$ cat config.mk
export PLATFORM = sky130hd
export DESIGN_NAME = sa_matmul_sequencer
export DESIGN_NICKNAME = d
export VERILOG_FILES = /design/src/rtl/sa_matmul_sequencer.sv
export SDC_FILE = /design/constraint.sdc
export NUM_CORES = 1
export LEC_CHECK = 0
export BUFFER_PORTS_ARGS = -buffer_cell sky130_fd_sc_hd__buf_2
export CAP_MARGIN = 20
export CORE_MARGIN = 2
export CORE_UTILIZATION = 58
export CTS_CLUSTER_DIAMETER = 50
export CTS_CLUSTER_SIZE = 30
export DETAILED_ROUTE_END_ITERATION = 16
export PLACE_DENSITY_LB_ADDON = 0.08
export SYNTH_ARGS = -nofsm -noshare
export SYNTH_HDL_FRONTEND = slang
export SYNTH_SLANG_ARGS = --single-unit
$ cat constraint.sdc
create_clock -name clk -period 9.8 [get_ports clk]
set_clock_uncertainty 0.05 [all_clocks]
set_input_delay 1.96 -clock clk [delete_from_list [all_inputs] [get_ports clk]]
set_output_delay 1.96 -clock clk [all_outputs]
set_load 0.01 [all_outputs]
$ cat src/rtl/sa_matmul_sequencer.sv
// Sequencer for a SIZE x SIZE weight-stationary systolic array: loads B, streams skewed A, collects C.
// Latency: outputs registered; LOAD_W from cycle 1 after start, STREAM next, DRAIN until all results or DRAIN_MAX.
// Backpressure: none; start is ignored unless IDLE, beats outside STREAM/DRAIN or past SIZE per column are dropped.
// Ports: start/busy job handshake; a_flat/b_flat operands; weight_out/weight_load/shift_en weight feed;
//        row_data_out/row_valid skewed A feed; col_sum_in/col_valid_in bottom-row results;
//        c_flat captured C; done/timeout one-cycle completion pulses.
module sa_matmul_sequencer #(
  parameter int DATA_WIDTH = 4,
  parameter int ACC_WIDTH  = 9,
  parameter int SIZE       = 2,
  parameter int DRAIN_MAX  = 15
) (
  input  logic                                clk,
  input  logic                                rstn,
  input  logic                                start,
  output logic                                busy,
  input  logic [SIZE*SIZE*DATA_WIDTH-1:0]     a_flat,
  input  logic [SIZE*SIZE*DATA_WIDTH-1:0]     b_flat,
  output logic [SIZE*DATA_WIDTH-1:0]          weight_out,
  output logic                                weight_load,
  output logic                                shift_en,
  output logic [SIZE*DATA_WIDTH-1:0]          row_data_out,
  output logic [SIZE-1:0]                     row_valid,
  input  logic [SIZE*ACC_WIDTH-1:0]           col_sum_in,
  input  logic [SIZE-1:0]                     col_valid_in,
  output logic [SIZE*SIZE*ACC_WIDTH-1:0]      c_flat,
  output logic                                done,
  output logic                                timeout
);

  localparam int MAXCNT = (2*SIZE > DRAIN_MAX) ? 2*SIZE : DRAIN_MAX;
  localparam int CW     = $clog2(MAXCNT + 1);
  localparam int BW     = $clog2(SIZE + 1);

  localparam logic [CW-1:0] LOAD_LAST   = CW'(SIZE - 1);
  localparam logic [CW-1:0] STREAM_LAST = CW'(2*SIZE - 2);
  localparam logic [CW-1:0] DRAIN_LAST  = CW'(DRAIN_MAX - 1);
  localparam logic [BW-1:0] BEATS       = BW'(SIZE);
  localparam logic [BW-1:0] BEATS_M1    = BW'(SIZE - 1);

  typedef enum logic [2:0] {
    IDLE,
    LOAD_W,
    STREAM,
    DRAIN,
    FINISH
  } state_t;

  state_t                            state, state_nxt;
  logic [CW-1:0]                     step, step_nxt;
  logic [SIZE*SIZE*DATA_WIDTH-1:0]   a_reg, b_reg, a_nxt, b_nxt;
  logic [BW-1:0]                     beat_cnt [SIZE];
  logic [SIZE-1:0]                   hit;
  logic                              accept, capture_en, all_in;
  logic                              done_nxt, timeout_nxt, busy_nxt, load_nxt;
  logic [SIZE*DATA_WIDTH-1:0]        weight_nxt, row_data_nxt;
  logic [SIZE-1:0]                   row_valid_nxt;

  assign accept     = (state == IDLE) && start;
  assign capture_en = (state == STREAM) || (state == DRAIN);

  // Operands as they will be after this edge, so registered outputs can
  // present the first weight row in the very first LOAD_W cycle.
  assign a_nxt = accept ? a_flat : a_reg;
  assign b_nxt = accept ? b_flat : b_reg;

  // A column is complete if it already holds SIZE beats or takes its last one now.
  always_comb begin
    all_in = 1'b1;
    hit    = '0;
    for (int j = 0; j < SIZE; j++) begin
      hit[j] = capture_en && col_valid_in[j] && (beat_cnt[j] != BEATS);
      if (!((beat_cnt[j] == BEATS) || (hit[j] && (beat_cnt[j] == BEATS_M1))))
        all_in = 1'b0;
    end
  end

  always_comb begin
    state_nxt   = state;
    step_nxt    = step;
    done_nxt    = 1'b0;
    timeout_nxt = 1'b0;
    case (state)
      IDLE: begin
        if (start) begin
          state_nxt = LOAD_W;
          step_nxt  = '0;
        end
      end
      LOAD_W: begin
        if (step == LOAD_LAST) begin
          state_nxt = STREAM;
          step_nxt  = '0;
        end else begin
          step_nxt = step + 1'b1;
        end
      end
      STREAM: begin
        if (step == STREAM_LAST) begin
          state_nxt = DRAIN;
          step_nxt  = '0;
        end else begin
          step_nxt = step + 1'b1;
        end
      end
      DRAIN: begin
        // Completion is tested before expiry so a last beat on the final
        // permitted cycle still reports done.
        if (all_in) begin
          state_nxt = FINISH;
          done_nxt  = 1'b1;
        end else if (step == DRAIN_LAST) begin
          state_nxt   = FINISH;
          timeout_nxt = 1'b1;
        end else begin
          step_nxt = step + 1'b1;
        end
      end
      FINISH: begin
        state_nxt = IDLE;
        step_nxt  = '0;
      end
      default: begin
        state_nxt = IDLE;
        step_nxt  = '0;
      end
    endcase
  end

  assign busy_nxt = (state_nxt == LOAD_W) || (state_nxt == STREAM) || (state_nxt == DRAIN);
  assign load_nxt = (state_nxt == LOAD_W);

  // Weights go in bottom row first; A enters row k delayed by k cycles.
  always_comb begin
    weight_nxt    = '0;
    row_data_nxt  = '0;
    row_valid_nxt = '0;
    if (state_nxt == LOAD_W) begin
      for (int j = 0; j < SIZE; j++)
        weight_nxt[j*DATA_WIDTH +: DATA_WIDTH] =
          b_nxt[((SIZE - 1 - int'(step_nxt))*SIZE + j)*DATA_WIDTH +: DATA_WIDTH];
    end
    if (state_nxt == STREAM) begin
      for (int k = 0; k < SIZE; k++) begin
        if ((int'(step_nxt) >= k) && (int'(step_nxt) - k < SIZE)) begin
          row_valid_nxt[k] = 1'b1;
          row_data_nxt[k*DATA_WIDTH +: DATA_WIDTH] =
            a_nxt[((int'(step_nxt) - k)*SIZE + k)*DATA_WIDTH +: DATA_WIDTH];
        end
      end
    end
  end

  always_ff @(posedge clk or negedge rstn) begin
    if (!rstn) begin
      state        <= IDLE;
      step         <= '0;
      a_reg        <= '0;
      b_reg        <= '0;
      c_flat       <= '0;
      busy         <= 1'b0;
      weight_out   <= '0;
      weight_load  <= 1'b0;
      shift_en     <= 1'b0;
      row_data_out <= '0;
      row_valid    <= '0;
      done         <= 1'b0;
      timeout      <= 1'b0;
      for (int j = 0; j < SIZE; j++)
        beat_cnt[j] <= '0;
    end else begin
      state        <= state_nxt;
      step         <= step_nxt;
      a_reg        <= a_nxt;
      b_reg        <= b_nxt;
      busy         <= busy_nxt;
      weight_out   <= weight_nxt;
      weight_load  <= load_nxt;
      shift_en     <= load_nxt;
      row_data_out <= row_data_nxt;
      row_valid    <= row_valid_nxt;
      done         <= done_nxt;
      timeout      <= timeout_nxt;
      if (accept) begin
        c_flat <= '0;
        for (int j = 0; j < SIZE; j++)
          beat_cnt[j] <= '0;
      end else begin
        // n-th beat on column j lands in C[n][j]
        for (int j = 0; j < SIZE; j++) begin
          if (hit[j]) begin
            c_flat[(int'(beat_cnt[j])*SIZE + j)*ACC_WIDTH +: ACC_WIDTH] <=
              col_sum_in[j*ACC_WIDTH +: ACC_WIDTH];
            beat_cnt[j] <= beat_cnt[j] + 1'b1;
          end
        end
      end
    end
  end

endmodule

==> results of run 1 <==
[worst register-to-register path: stages (launching register included)]
cell      delay, ps
dfrtp_1         820
inv_1           250
ha_1            330
o22ai_4         290
nand2_1         110
a2111o_1        450
o21a_1          270
ha_1            380
nor2b_1          90
nor2b_1         150
a221oi_1        280
a31oi_1         120
[kinds of logic (layout without fill, tap and decap cells)]
family,after synthesis,after routing
compound gates,82,82
simple gates,242,242
buf+inv,44,150
xor+xnor,3,3
fa+ha+maj,16,16
flops,101,101
mux,31,31
[synthesized netlist by cell type, types with 2 or more instances]
cell type / count
nand2_1: 141
dfrtp_1: 101
nor2_1: 43
mux2i_1: 30
a21oi_1: 23
nand3_1: 22
clkbuf_1: 17
inv_1: 17
ha_1: 16
o21ai_0: 12
a22o_1: 8
a31oi_1: 8
nor2b_1: 6
and2_1: 4
and3_1: 4
buf_2: 4
o22ai_1: 4
o31ai_1: 4
buf_1: 3
nand2b_1: 3
nor3_1: 3
xnor2_1: 3
a21o_1: 2
a32o_1: 2
a32oi_1: 2
and3b_1: 2
and4b_1: 2
buf_4: 2
nand3b_1: 2
o21a_1: 2
or2_2: 2
[cell type report]
class	instances	area [sq um]
clock inverter	6	71.3
fill	650	2460
timing repair buffer	117	611
inverter	17	63.8
tap	105	131
clock buffer	10	128
sequential	101	2530
multi-input combinational	374	2180
[routing by layer]
layer	track usage [%]	vias to the layer above	part of all wire, %
met4	10.0	0	1.9
met1	37.6	1967	45
li1	-	1969	-
met2	40.2	150	48
met3	4.78	21	5.9
met5	0	-	0
[power by group through the flow]
stage / combinational [mW] / clock (mW) / sequential (mW)
floorplan: 0.689 / 0 / 0.689
global placement: 0.931 / 0 / 0.680
detailed placement: 0.965 / 0 / 0.686
CTS: 0.972 / 0.277 / 0.680
global route: 1.09 / 0.296 / 0.701
finish: 0.977 / 0.271 / 0.681
[final timing paths]
| check | startpoint | endpoint | cells past startpoint |
|---|---|---|---|
| worst max register to register | beat_cnt[2]$_DFFE_PN0P_ | row_valid[1]$_DFF_PN0_ | 11 |
| worst min-delay path | c_flat[21]$_DFFE_PN0P_ | c_flat[21]$_DFFE_PN0P_ | 2 |
| max in group asynchronous | rstn | b_reg[4]$_DFF_PN0_ | 2 |
| min in group asynchronous | rstn | c_flat[19]$_DFFE_PN0P_ | 1 |
| worst min register to register | c_flat[21]$_DFFE_PN0P_ | c_flat[21]$_DFFE_PN0P_ | 2 |
| worst max-delay path | col_valid_in[0] | row_valid[1]$_DFF_PN0_ | 11 |
[metrics by stage]
stage	hold slack, ps	utilization (%)	std cells	area [sq um]
2_1_floorplan	390	-	519	4890
3_3_place_gp	404	67.2	713	5490
3_5_place_dp	409	67.2	713	5490
4_1_cts	436	69.6	729	5690
5_1_grt	455	69.9	730	5710
6_report	431	69.9	730	5710
==> flow_summary.toml, run 1 <==
[synthesis]
yosysWarnings = 0
muxShareOfSynthArea_pct = 6.45
synth-main-ff-cell = "dfrtp_1"
synth_area_leaders = "dfrtp_1 52%, nand2_1 11%, mux2i_1 6.1%, ha_1 4.1%, nor2_1 3.3%"
synth_compound_area_share_pct = 11.9
synth_edf_count = 0
synthSimpleGateAreaFrac_pct = 21.5
synth_seq_cells = 101
synth_area_sq_mm = 0.00489
netlist.area_leader.share_pct = 51.7
syn_avg_cell_area_sq_um = 9.42
yosys.area.top_type = "dfrtp_1"
synth_xor_area_share_pct = 0.538
syn-num-nets = 590
synth_top_family_by_area = "simple AND/OR/NAND/NOR gates"
ys_types = 56
yosysSeqAreaShare_pct = 51.7
syn_inst = 519
ys_async_sr_fraction_pct = 100
synth_fa_ha_area_share_pct = 4.10

[timing]
finalSetupTns_ps = 0
fmax_ghz = 0.239
relSlewSlack_pct = 51.7
drv_slew = 0
worstMarginPinSlew_ps = 725
period_needed_ps = 4190
rsz0062_at_grt = "no"
setup_violations = 0
hold_viol = 0
fin_crit_sh_pct = 42.7
worst_slack_ps = 5610

[power]
p_leak_nw = 3.01
peakVddDrop_uv = 147
power_frac_comb_pct = 50.7
netSwitchingPower_uw = 849
p_seq_share_pct = 35.3
power.total_mw = 1.93
power_density_mw_per_mm2 = 338
p_clk_share_pct = 14.1
intPower_mw = 1.08
p_sw_share_pct = 44.0

[placement]
hpwl_mm = 8.03
routabilityCongestion = 0.888
place_ws_ps = 5260
io_buffers = 113

[global_route]
track_usage_pct = 26.3
antenna_found_initial = 0
grt_max_degree = 57
grt_pass1_vias = 3881
grt_overflow_total = 0
grt_pass1_wl_mm = 18.5

[layout]
largest_register_ffs = 36
fin_nets = 691
antenna_cells = 0
layout_common_cells = "141 x nand2_1, 112 x buf_2, 101 x dfrtp_1, 43 x nor2_1, 30 x mux2i_1"
layout_commonest_cell = "nand2_1"
area_growth_pct = 16.9
drive_gt1_share_pct = 22.7

[floorplan]
initial_core_util_pct = 59.8
core_area_sq_mm = 0.00818
die_y_microns = 95.8
die_w_microns = 95.8
rows = 33
io_pins = 114
dieArea_sq_mm = 0.00918

[setup_path]
crit_path_end_kind = "register"
crit_fanout = 9
r2r_setup_slack_ps = 6100
slowest_delay_ps = 450
cp_common_cell = "nor2b_1"
crit_chain = "buf_2 > and4b_1 > o22ai_4 > nand2_1 > a2111o_1 > o21a_1 > ha_1 > nor2b_1 > nor2b_1 > a221oi_1 > a31oi_1"
crit_arrival_ps = 4380
crit_buf_inv = 1
critPathTopFamily = "compound AO/OA/AOI/OAI gates"
startpoint_type = "input port"
critical_path_class = "input port to register"
crit_slowest_cell = "a2111o_1"
crit_required_ps = 10000

[detailed_routing]
wl_per_cell_microns = 15.7
vias = 4107
vias_per_cell = 5.63
initialDrtViolationCount = 164
dr.pass1.iters = 5
antenna_left = 0
drc_errors = 0
wl_mm = 11.4

[clocking]
insertion_delay_ps = 370
cts_resized = 0
cts_max_level = 3
path_clk_slew_ps = 100
holdBufCountCts = 0
clockBufferDepth = 2
numCtsBuffers = 9
cts.sinks = 101
cts_setup_buffers = 0
cts_tree = "built"
root_buffer = "clkbuf_8"

[flow_run]
drv_cap = 0

[status]
status = "finished, final reports clean"

[min_path]
min_path_type = "register to register"
No activity file was read; power rests on OpenSTA's default activity.
==> run 2: changes to the inputs <==
--- a/config.mk
+++ b/config.mk
@@ -8,7 +8,7 @@
 export BUFFER_PORTS_ARGS = -buffer_cell sky130_fd_sc_hd__buf_2
 export CAP_MARGIN = 20
 export CORE_MARGIN = 2
-export CORE_UTILIZATION = 58
+export CORE_UTILIZATION = 49
 export CTS_CLUSTER_DIAMETER = 50
 export CTS_CLUSTER_SIZE = 30
 export DETAILED_ROUTE_END_ITERATION = 16
==> constraint.sdc (replaced) <==
create_clock -name clk -period 3.45 [get_ports clk]
set_clock_uncertainty 0.05 [all_clocks]
set_input_delay 0.69 -clock clk [delete_from_list [all_inputs] [get_ports clk]]
set_output_delay 0.69 -clock clk [all_outputs]
set_load 0.01 [all_outputs]
==> flow_summary.toml, run 2 (synthesized netlist as in run 1, its figures left out) <==
[status]
status = "finished, final reports clean"

[floorplan]
die_w_microns = 104
die_y_microns = 104
initial_core_util_pct = 50.2
core_area_sq_mm = 0.00973
io_pins = 114
dieArea_sq_mm = 0.0108
rows = 36

[detailed_routing]
drc_errors = 0
dr.pass1.iters = 4
vias = 4030
initialDrtViolationCount = 192
wl_per_cell_microns = 15.3
vias_per_cell = 5.26
wl_mm = 11.7
antenna_left = 0

[power]
netSwitchingPower_mw = 2.42
peakVddDrop_uv = 372
p_seq_share_pct = 33.8
p_clk_share_pct = 14.5
power_frac_comb_pct = 51.7
intPower_mw = 3.16
power_density_mw_per_mm2 = 961
p_sw_share_pct = 43.3
p_leak_nw = 3.06

[clocking]
path_clk_slew_ps = 100
cts_setup_buffers = 0
cts.sinks = 101
clockBufferDepth = 2
cts_tree = "built"
cts_max_level = 3
insertion_delay_ps = 380
numCtsBuffers = 9
root_buffer = "clkbuf_8"
holdBufCountCts = 0

[placement]
io_buffers = 113
routabilityCongestion = 0.811
hpwl_mm = 8.36
dpl_cell_area_sq_mm = 0.00560

[layout]
antenna_cells = 0
fin_nets = 699
largest_register_ffs = 36
layout_commonest_cell = "nand2_1"
area_growth_pct = 18.8
drive_gt1_share_pct = 23.9
layout_common_cells = "141 x nand2_1, 112 x buf_2, 101 x dfrtp_1, 43 x nor2_1, 30 x mux2i_1"
fin_area_sq_mm = 0.00581
utilization_pct = 59.7

[global_route]
grt_max_degree = 53
grt_pass1_vias = 4003
antenna_found_initial = 0
grt_overflow_total = 0
track_usage_pct = 22.3
grt_pass1_wl_mm = 19.3

[setup_path]
crit_path_end_kind = "register"
cp_common_cell = "ha_1"
crit_arrival_ps = 3480
crit_slowest_cell = "dfrtp_1"
crit_fanout = 8
slowest_delay_ps = 530
critical_path_class = "register to register"
crit_chain = "inv_1 > ha_1 > mux2_4 > a211oi_2 > a311oi_1 > a21oi_2 > buf_4 > ha_1 > nor2_1 > nand2_1 > or3_1 > a31oi_1"
crit_required_ps = 3700
startpoint_type = "register"

[min_path]
min_path_type = "input port to asynchronous set/reset pin"

[timing]
finalSetupTns_ps = 0
setup_violations = 0
period_needed_ps = 3230
drv_slew = 0
rsz0062_at_grt = "no"
fin_crit_sh_pct = 93.7
fmax_ghz = 0.309
hold_viol = 0
worstMarginPinSlew_ps = 674
relSlewSlack_pct = 54.9

[flow_run]
drv_cap = 0
## run 2: cell count changes in the layout (fill, tap and decap cells not counted)
cell and change:
buf_4 +9, clkbuf_8 +2, buf_12 -1, clkinvlp_4 -1, inv_6 -1, o21a_1 -1
o21a_2 +1
## run 2: worst paths after layout
path                                          from                 endpoint  slack (ps)  depth (start not counted)
worst max-delay path             step[0]$_DFF_PN0_   row_valid[1]$_DFF_PN0_         220                         12
worst min-delay path                          rstn   c_flat[19]$_DFFE_PN0P_         280                          1
worst max register to register   step[0]$_DFF_PN0_   row_valid[1]$_DFF_PN0_         220                         12
worst min register to register  b_reg[7]$_DFF_PN0_       b_reg[7]$_DFF_PN0_         430                          2
max in group asynchronous                     rstn  beat_cnt[3]$_DFFE_PN0P_        2220                          2
min in group clk                b_reg[7]$_DFF_PN0_       b_reg[7]$_DFF_PN0_         430                          2
## run 2: final cells by class
| type | count | area, sq um |
|---|---|---|
| Inverter | 17 | 63.8 |
| Timing Repair Buffer | 125 | 658 |
| Multi-Input combinational cell | 374 | 2180 |
| Clock inverter | 4 | 55.1 |
| Sequential cell | 101 | 2530 |
| Tap cell | 133 | 166 |
| Clock buffer | 12 | 155 |
| Fill cell | 877 | 3920 |
## run 2: what timing repair did
item                                   CTS  global route
setup endpoints to repair                0             1
resized for setup                        0             1
endpoints found under the hold margin    0             0
## run 2: worst max-delay path: cells and delay by family, from the launching register on
family                     cells  cell delay, ps
DFF                            1             530
buffers and inverters          2             280
muxes                          1             300
AOI/OAI and AO/OA              4             900
adders and majority gates      2             580
and+or+nand+nor                3             510
## run 2: power groups by stage
stage	sequential (mW)	combinational [mW]	clock, mW
after floorplan	1.96	1.96	0
after global placement	1.89	2.80	0
after detailed placement	1.90	2.88	0
after CTS	1.89	2.89	0.827
after global routing	1.94	3.22	0.865
final	1.89	2.89	0.808
## run 2: stage by stage
stage,hold WS (ps),worst slack (ps),power (mW),instances
final,279,218,5.58,766
after global routing,337,36.1,6.02,766
after CTS,311,215,5.60,766
after detailed placement,409,139,4.78,750
after global placement,402,247,4.69,750
after floorplan,344,81.3,3.91,519
## run 2: metal layers
layer  share of wire [%]  up-vias  GRT usage (%)
met2                  47      102           35.2
met5                   0        -              0
li1                    -     1978              -
met3                 3.7       16           2.88
met1                  48     1934           31.5
met4                 1.8        0           8.98
==> run 3: changes to the inputs <==
==> constraint.sdc (replaced) <==
create_clock -name clk -period 2.7 [get_ports clk]
set_clock_uncertainty 0.05 [all_clocks]
set_input_delay 0.54 -clock clk [delete_from_list [all_inputs] [get_ports clk]]
set_output_delay 0.54 -clock clk [all_outputs]
set_load 0.01 [all_outputs]
==> flow_summary.toml, run 3 (synthesized netlist as in run 1, its figures left out) <==
[timing]
drv_slew = 0
setup_violations = 5
period_needed_ps = 2880
worstMarginPinSlew_ps = 669
relSlewSlack_pct = 55.2
hold_viol = 0
fmax_ghz = 0.347
worst_slack_ps = -182
fin_crit_sh_pct = 107
rsz0062_at_grt = "yes"

[setup_path]
crit_required_ps = 2910
crit_fanout = 6
r2r_end = "row_valid[1]$_DFF_PN0_"
critical_path_class = "register to register"
r2r_setup_slack_ps = -180
r2r_cells = 11
crit_arrival_ps = 3090
startpoint_type = "register"
crit_path_end_kind = "register"
worstReg2RegStart = "beat_cnt[0]$_DFFE_PN0P_"

[detailed_routing]
antenna_left = 0
wl_mm = 11.9
vias = 4191
initialDrtViolationCount = 158
vias_per_cell = 5.17
dr.pass1.iters = 4
wl_per_cell_microns = 14.7
drc_errors = 0

[floorplan]
initial_core_util_pct = 50.2
die_y_microns = 104
rows = 36
core_area_sq_mm = 0.00973
dieArea_sq_mm = 0.0108
io_pins = 114
die_w_microns = 104

[layout]
layout_commonest_cell = "nand2_1"
antenna_cells = 0
area_growth_pct = 30.4
fin_nets = 743
layout_common_cells = "139 x nand2_1, 112 x buf_2, 101 x dfrtp_1, 54 x buf_4, 35 x nor2_1"
utilization_pct = 65.5
layoutNonFillerInstCount = 810
drive_gt1_share_pct = 33.5
largest_register_ffs = 36

[clocking]
path_clk_slew_ps = 110
insertion_delay_ps = 380
root_buffer = "clkbuf_8"
numCtsBuffers = 9
cts.sinks = 101
cts_max_level = 3
clockBufferDepth = 2
cts_tree = "built"

[global_route]
grt_max_degree = 53
antenna_found_initial = 0
grt_overflow_total = 0
grt_pass1_wl_mm = 19.8
grt_pass1_vias = 4213
track_usage_pct = 22.5

[min_path]
min_path_type = "input port to register"
hold_path_depth = 3
min_to = "b_reg[8]$_DFF_PN0_"
min-delay-start = "b_flat[8]"

[power]
power_density_mw_per_mm2 = 1270
p_leak_nw = 3.29
peakVddDrop_uv = 617

[placement]
numPlacedInstances = 786
hpwl_mm = 8.52
io_buffers = 113
routabilityCongestion = 0.835

[status]
status = "complete, but fails checks"
violations = "negative setup slack"

[flow_run]
drv_cap = 0
## run 3: cell types whose count changed in the layout (fill, tap and decap cells not counted), sizes merged
cell         delta
buf            +43
inv             +4
clkbuf          -3
bufinv          -1
clkinv          +1
clkinvlp        -1
dlygate4sd3     +1
## run 3: layout make-up
cell class | count | area (sq um)
multi-input cells | 374 | 2410
clock buffers | 9 | 124
clock inverters | 7 | 62.6
well taps | 133 | 166
repair buffers | 169 | 1010
flip-flops and latches | 101 | 2530
inverters | 17 | 68.8
fillers | 851 | 3360
## run 3: stage by stage
step / hold WS (ps) / TNS, ps / area (sq um) / worst slack, ps / total power, mW
floorplan: 194 / -437 / 5030 / -144 / 5.32
global placement: 379 / -836 / 5980 / -185 / 6.56
detailed placement: 379 / -1140 / 5980 / -254 / 6.69
CTS: 300 / -704 / 6240 / -184 / 7.77
global route: 310 / -1960 / 6370 / -311 / 8.77
finish: 315 / -497 / 6370 / -182 / 8.12
## run 3: power breakdown
part	switching (mW)	internal [mW]	total, mW
Clock	0.596	0.359	0.955
Combinational	2.73	2.09	4.82
Sequential	0.255	2.10	2.35
## run 3: timing repair
| action | in CTS | in global routing |
|---|---|---|
| setup endpoints to repair | 13 | 16 |
| hold endpoints to repair | 17 | 0 |
| pin swaps | 10 | 20 |
| setup buffers | 5 | 2 |
| resized for setup | 5 | 29 |
| hold buffers | 1 | 0 |
## run 3: critical path, cell delays in order (launching register included)
cell      delay [ps]
dfrtp_1          440
ha_4             190
and4b_1          230
o22ai_4          200
nand2_2           90
a2111o_1         410
o21a_4           250
ha_4             280
nor2b_1           60
nor2b_1          150
a221oi_2         280
a31oi_1          130
## run 3: routing by layer
layer | global-route usage [%] | routed length (microns)
met5 | 0 | 0
met4 | 6.95 | 152
met3 | 3.95 | 404
met2 | 36.8 | 5900
met1 | 30.6 | 5440
## run 3: how the worst max path moves through the flow
stage / start / end / cells past startpoint
floorplan: beat_cnt[3]$_DFFE_PN0P_ / row_valid[1]$_DFF_PN0_ / 12
global placement: col_valid_in[0] / row_valid[1]$_DFF_PN0_ / 11
detailed placement: col_valid_in[0] / row_valid[1]$_DFF_PN0_ / 11
CTS: beat_cnt[3]$_DFFE_PN0P_ / row_valid[1]$_DFF_PN0_ / 13
global route: beat_cnt[0]$_DFFE_PN0P_ / row_valid[1]$_DFF_PN0_ / 11
finish: beat_cnt[0]$_DFFE_PN0P_ / row_valid[1]$_DFF_PN0_ / 11
